### src/rtl/can_bit_stuffer.sv
// rtl/can_bit_stuffer.sv - CAN transmit bit stuffer with TX/RX bit monitor
// Inserts one complementary bit after STUFF_LEN identical stuffed-region bits.
module can_bit_stuffer #(
  parameter int STUFF_LEN = 5
) (
  input  logic clk,
  input  logic reset,
  input  logic tx_point,
  input  logic sample_point,
  input  logic bit_in,
  input  logic bit_stuff_en,
  input  logic bit_valid,
  output logic bit_ready,
  input  logic rx,
  output logic tx,
  output logic stuff_active,
  output logic underrun,
  output logic bit_mismatch
);

  localparam int CW = $clog2(STUFF_LEN + 1);

  logic [CW-1:0] cnt;
  logic          last_bit;
  logic          stuff_due;

  assign stuff_due = (cnt == CW'(STUFF_LEN));
  assign bit_ready = tx_point & ~stuff_due;

  always_ff @(posedge clk or posedge reset) begin
    if (reset) begin
      tx           <= 1'b1;
      stuff_active <= 1'b0;
      underrun     <= 1'b0;
      bit_mismatch <= 1'b0;
      cnt          <= '0;
      last_bit     <= 1'b1;
    end else begin
      underrun     <= 1'b0;
      // tx here is still the value on the bus before any same-cycle update
      bit_mismatch <= sample_point & (rx != tx);
      if (tx_point) begin
        if (stuff_due) begin
          tx           <= ~last_bit;
          last_bit     <= ~last_bit;
          stuff_active <= 1'b1;
          cnt          <= CW'(1);
        end else if (bit_valid) begin
          tx           <= bit_in;
          last_bit     <= bit_in;
          stuff_active <= 1'b0;
          if (!bit_stuff_en)
            cnt <= '0;
          else if (cnt == '0 || bit_in != last_bit)
            cnt <= CW'(1);
          else
            cnt <= cnt + CW'(1);
        end else begin
          // Starved: idle the bus recessive and restart run tracking
          tx           <= 1'b1;
          last_bit     <= 1'b1;
          stuff_active <= 1'b0;
          cnt          <= '0;
          underrun     <= 1'b1;
        end
      end
    end
  end

endmodule

### config.mk
export PLATFORM = sky130hd
export DESIGN_NAME = can_bit_stuffer
export DESIGN_NICKNAME = d
export VERILOG_FILES = /design/src/rtl/can_bit_stuffer.sv
export SDC_FILE = /design/constraint.sdc
export NUM_CORES = 1
export LEC_CHECK = 0
export ABC_AREA = 1
export CORE_AREA = 2 2 39 41
export CTS_CLUSTER_DIAMETER = 200
export DETAILED_ROUTE_END_ITERATION = 8
export DIE_AREA = 0 0 41 43
export PLACE_DENSITY = 0.61
export SYNTH_ARGS = -nofsm -noshare
export SYNTH_HDL_FRONTEND = slang
export SYNTH_SLANG_ARGS = --single-unit
### constraint.sdc
create_clock -name clk -period 1.15 [get_ports clk]
set_clock_uncertainty 0.15 [all_clocks]
set_input_delay 0.115 -clock clk [delete_from_list [all_inputs] [get_ports clk]]
set_output_delay 0.115 -clock clk [all_outputs]
set_load 0.01 [all_outputs]
==> impl_metrics.ini, run 1 <==
[timing]
fmax_ghz = 0.708
fin_setup_tns_ps = -955
period_share_pct = 123
worst_slack_ps = -263
worst_pin_slew_ps = 281
rsz0062_at_grt = yes
hold_violations = 0
holdWs_ps = 215
final_max_slew_viol_count = 0
relSlewSlack_pct = 81.2
setup_viol = 7
fin_crit_ps = 1410

[pwr]
p_leak_nw = 0.360
ir_drop_mv = 0.373
finalPower_w = 0.000731
power_density_nw_per_um2 = 975

[floorplan]
initial_utilization_pct = 28.5
pin_count = 13
die_y_um = 43
dieWidth_um = 41
die_area_sq_um = 1760
fp-row-count = 14
core_area_sq_um = 1380

[grt]
grt_use_total_pct = 15.2
grt_remaining_overflow = 0
grt_pass1_wl_um = 1660
grt_max_degree = 8
grt_pass1_vias = 394
antenna_found_initial = 0

[setup_path]
r2r_end = cnt[2]
timing.rr.start = cnt[0]
cp_max_fo = 2
worstSetupEndpointType = output pin
startpoint_type = flip-flop
r2r_slack_ps = -220
worstRegToRegCells = 7
crit_type = flip-flop to output pin
arrival_ps = 1150
timing.critical_path.required_ps = 880

[synth]
synth_top_area_share_pct = 38.1
mappedNetlistArea_sq_um = 394
syn_avg_cell_area_sq_um = 7.73
synth_cells = 51
ys_ff_latch = 7
syn_nets = 62
synth.distinct_cells = 16
yosysTopAreaCell = dfrtp_1
synth_warnings = 0
synth.area.top_cells = dfrtp_1, ha_1, nand2_1
yosysSeqAreaShare_pct = 44.8

[layout]
final_nets = 91
instances_no_fill = 95
area_delta_synth_final_pct = 90.2
filler_cell_count = 125
drive_gt1_share_pct = 50.6
antenna_cells = 0

[clock_network]
clk_latency_ps = 270
cts_tree = built
cts.sinks = 7
clockBufferDepth = 2
cts-root-buf = clkbuf_4
h-tree-depth = 1
numCtsBuffers = 3
path_clk_slew_ps = 60

[detailed_routing]
wirelength_um = 1150
drt_first_iter_violations = 8
wl_per_cell_um = 12.1
ant_nets = 0
via_per_inst = 4.63
drcViolationCount = 0
dr.pass1.iters = 6
num_vias = 440

[outcome]
status = finished with violations
violations = setup timing

[hold_path]
hold_end = bit_mismatch
min_path_cells = 3
hp-class = input pin to flip-flop
hold_start = sample_point

[placed_design]
place_congestion = 0.721
place.port_buffers = 12
placed_cells = 89
hpwl_um = 690

[run]
drv_cap = 0
-- Yosys cell counts (all sizes together) --
| cell type | n |
|---|---|
| a21oi | 1 |
| dfrtp | 6 |
| dfstp | 1 |
| ha | 3 |
| inv | 10 |
| nand2 | 12 |
| nand3 | 3 |
| nand4 | 1 |
| nor2 | 10 |
| o211ai | 1 |
| o21ai | 2 |
| o22ai | 1 |
-- repair_timing --
item / CTS / global route
pin swaps: 9 / 3
resized for setup: 30 / 10
endpoints found under the setup margin: 11 / 11
hold buffers: 1 / 0
buffers inserted: 1 / 1
endpoints found under the hold margin: 6 / 0
-- metrics by stage --
step	cell area [sq um]	setup slack [ps]	util, %
after global placement	622	-392	44.9
after global routing	749	-309	54.2
after CTS	731	-252	52.8
final	749	-263	54.2
after floorplan	407	-40.9	-
after detailed placement	622	-383	44.9
-- routing by layer --
layer / track usage [%] / vias to the layer above / share of wire, %
met5: 0 / - / 0
met4: 16.0 / 0 / 4.7
met3: 5.24 / 6 / 5.8
met2: 21.6 / 17 / 53
met1: 15.6 / 201 / 36
li1: - / 216 / -
-- cell families (layout without fill, tap and decap cells) --
kind of cell	count (synthesis)	in the layout	share of synthesized area [%]
simple gates	26	26	28.9
flops	7	7	44.8
buf+inv	10	38	9.52
compound gates	5	5	7.30
fa+ha+maj	3	3	9.52
-- cell type report --
| class | count | area (sq um) | share of cell area [%] |
|---|---|---|---|
| Tap cell | 16 | 20.0 | 2.67 |
| Multi-Input combinational cell | 34 | 267 | 35.6 |
| Sequential cell | 7 | 176 | 23.5 |
| Inverter | 10 | 40.0 | 5.34 |
| Timing Repair Buffer | 24 | 220 | 29.4 |
| Clock buffer | 4 | 26.3 | 3.51 |
-- state kept, by name (all words and copies together), names as in the netlist --
| name | flops |
|---|---|
| tx | 1 |
| cnt | 3 |
| stuff_active | 1 |
| underrun | 1 |
| bit_mismatch | 1 |
-- cell usage in the layout (no fill, tap or decap), drive strengths merged --
cell           instances
nand4                  1
clkdlybuf4s50          7
clkdlybuf4s15          1
buf                   13
o22ai                  1
o211ai                 1
ha                     3
nand2                 12
dfrtp                  6
o21ai                  2
clkbuf                 6
nor2                  10
nand3                  3
a21oi                  1
dlygate4sd3            1
inv                   10
dfstp                  1
-- worst max path at each step --
stage,to,depth (start not counted),startpoint,slack (ps)
floorplan,cnt[1],6,tx,-40
global placement,bit_ready,4,tx_point,-390
detailed placement,bit_ready,4,tx_point,-380
CTS,bit_ready,6,cnt[1],-250
global route,bit_ready,6,cnt[1],-310
finish,bit_ready,6,cnt[1],-260
-- critical path, stage by stage, from the launching register on --
cell and delay, ps:
dfrtp_1 390, inv_2 80, ha_4 140, nand2_4 60, nand2_4 70, inv_2 40, buf_6 110
-- power by group --
group          internal, W  total, W  switching, W
sequential        0.000264  0.000276     0.0000112
clock             0.000134  0.000250      0.000116
combinational     0.000109  0.000205     0.0000963
Note: power is estimated with default switching activity, not from simulation.
==> run 2: changes to the inputs <==
Settings changed: GPL_ROUTABILITY_DRIVEN set to 0.
==> results of run 2 <==
No change in the layout: final DEF, timing and power equal those of run 1.
==> run 3: changes to the inputs <==
Settings changed: MAX_ROUTING_LAYER set to met4.
==> results of run 3 <==
No change in the layout: final DEF, timing and power equal those of run 1.
Among the figures that moved: overall routing resource usage 15.2% -> 15.6%
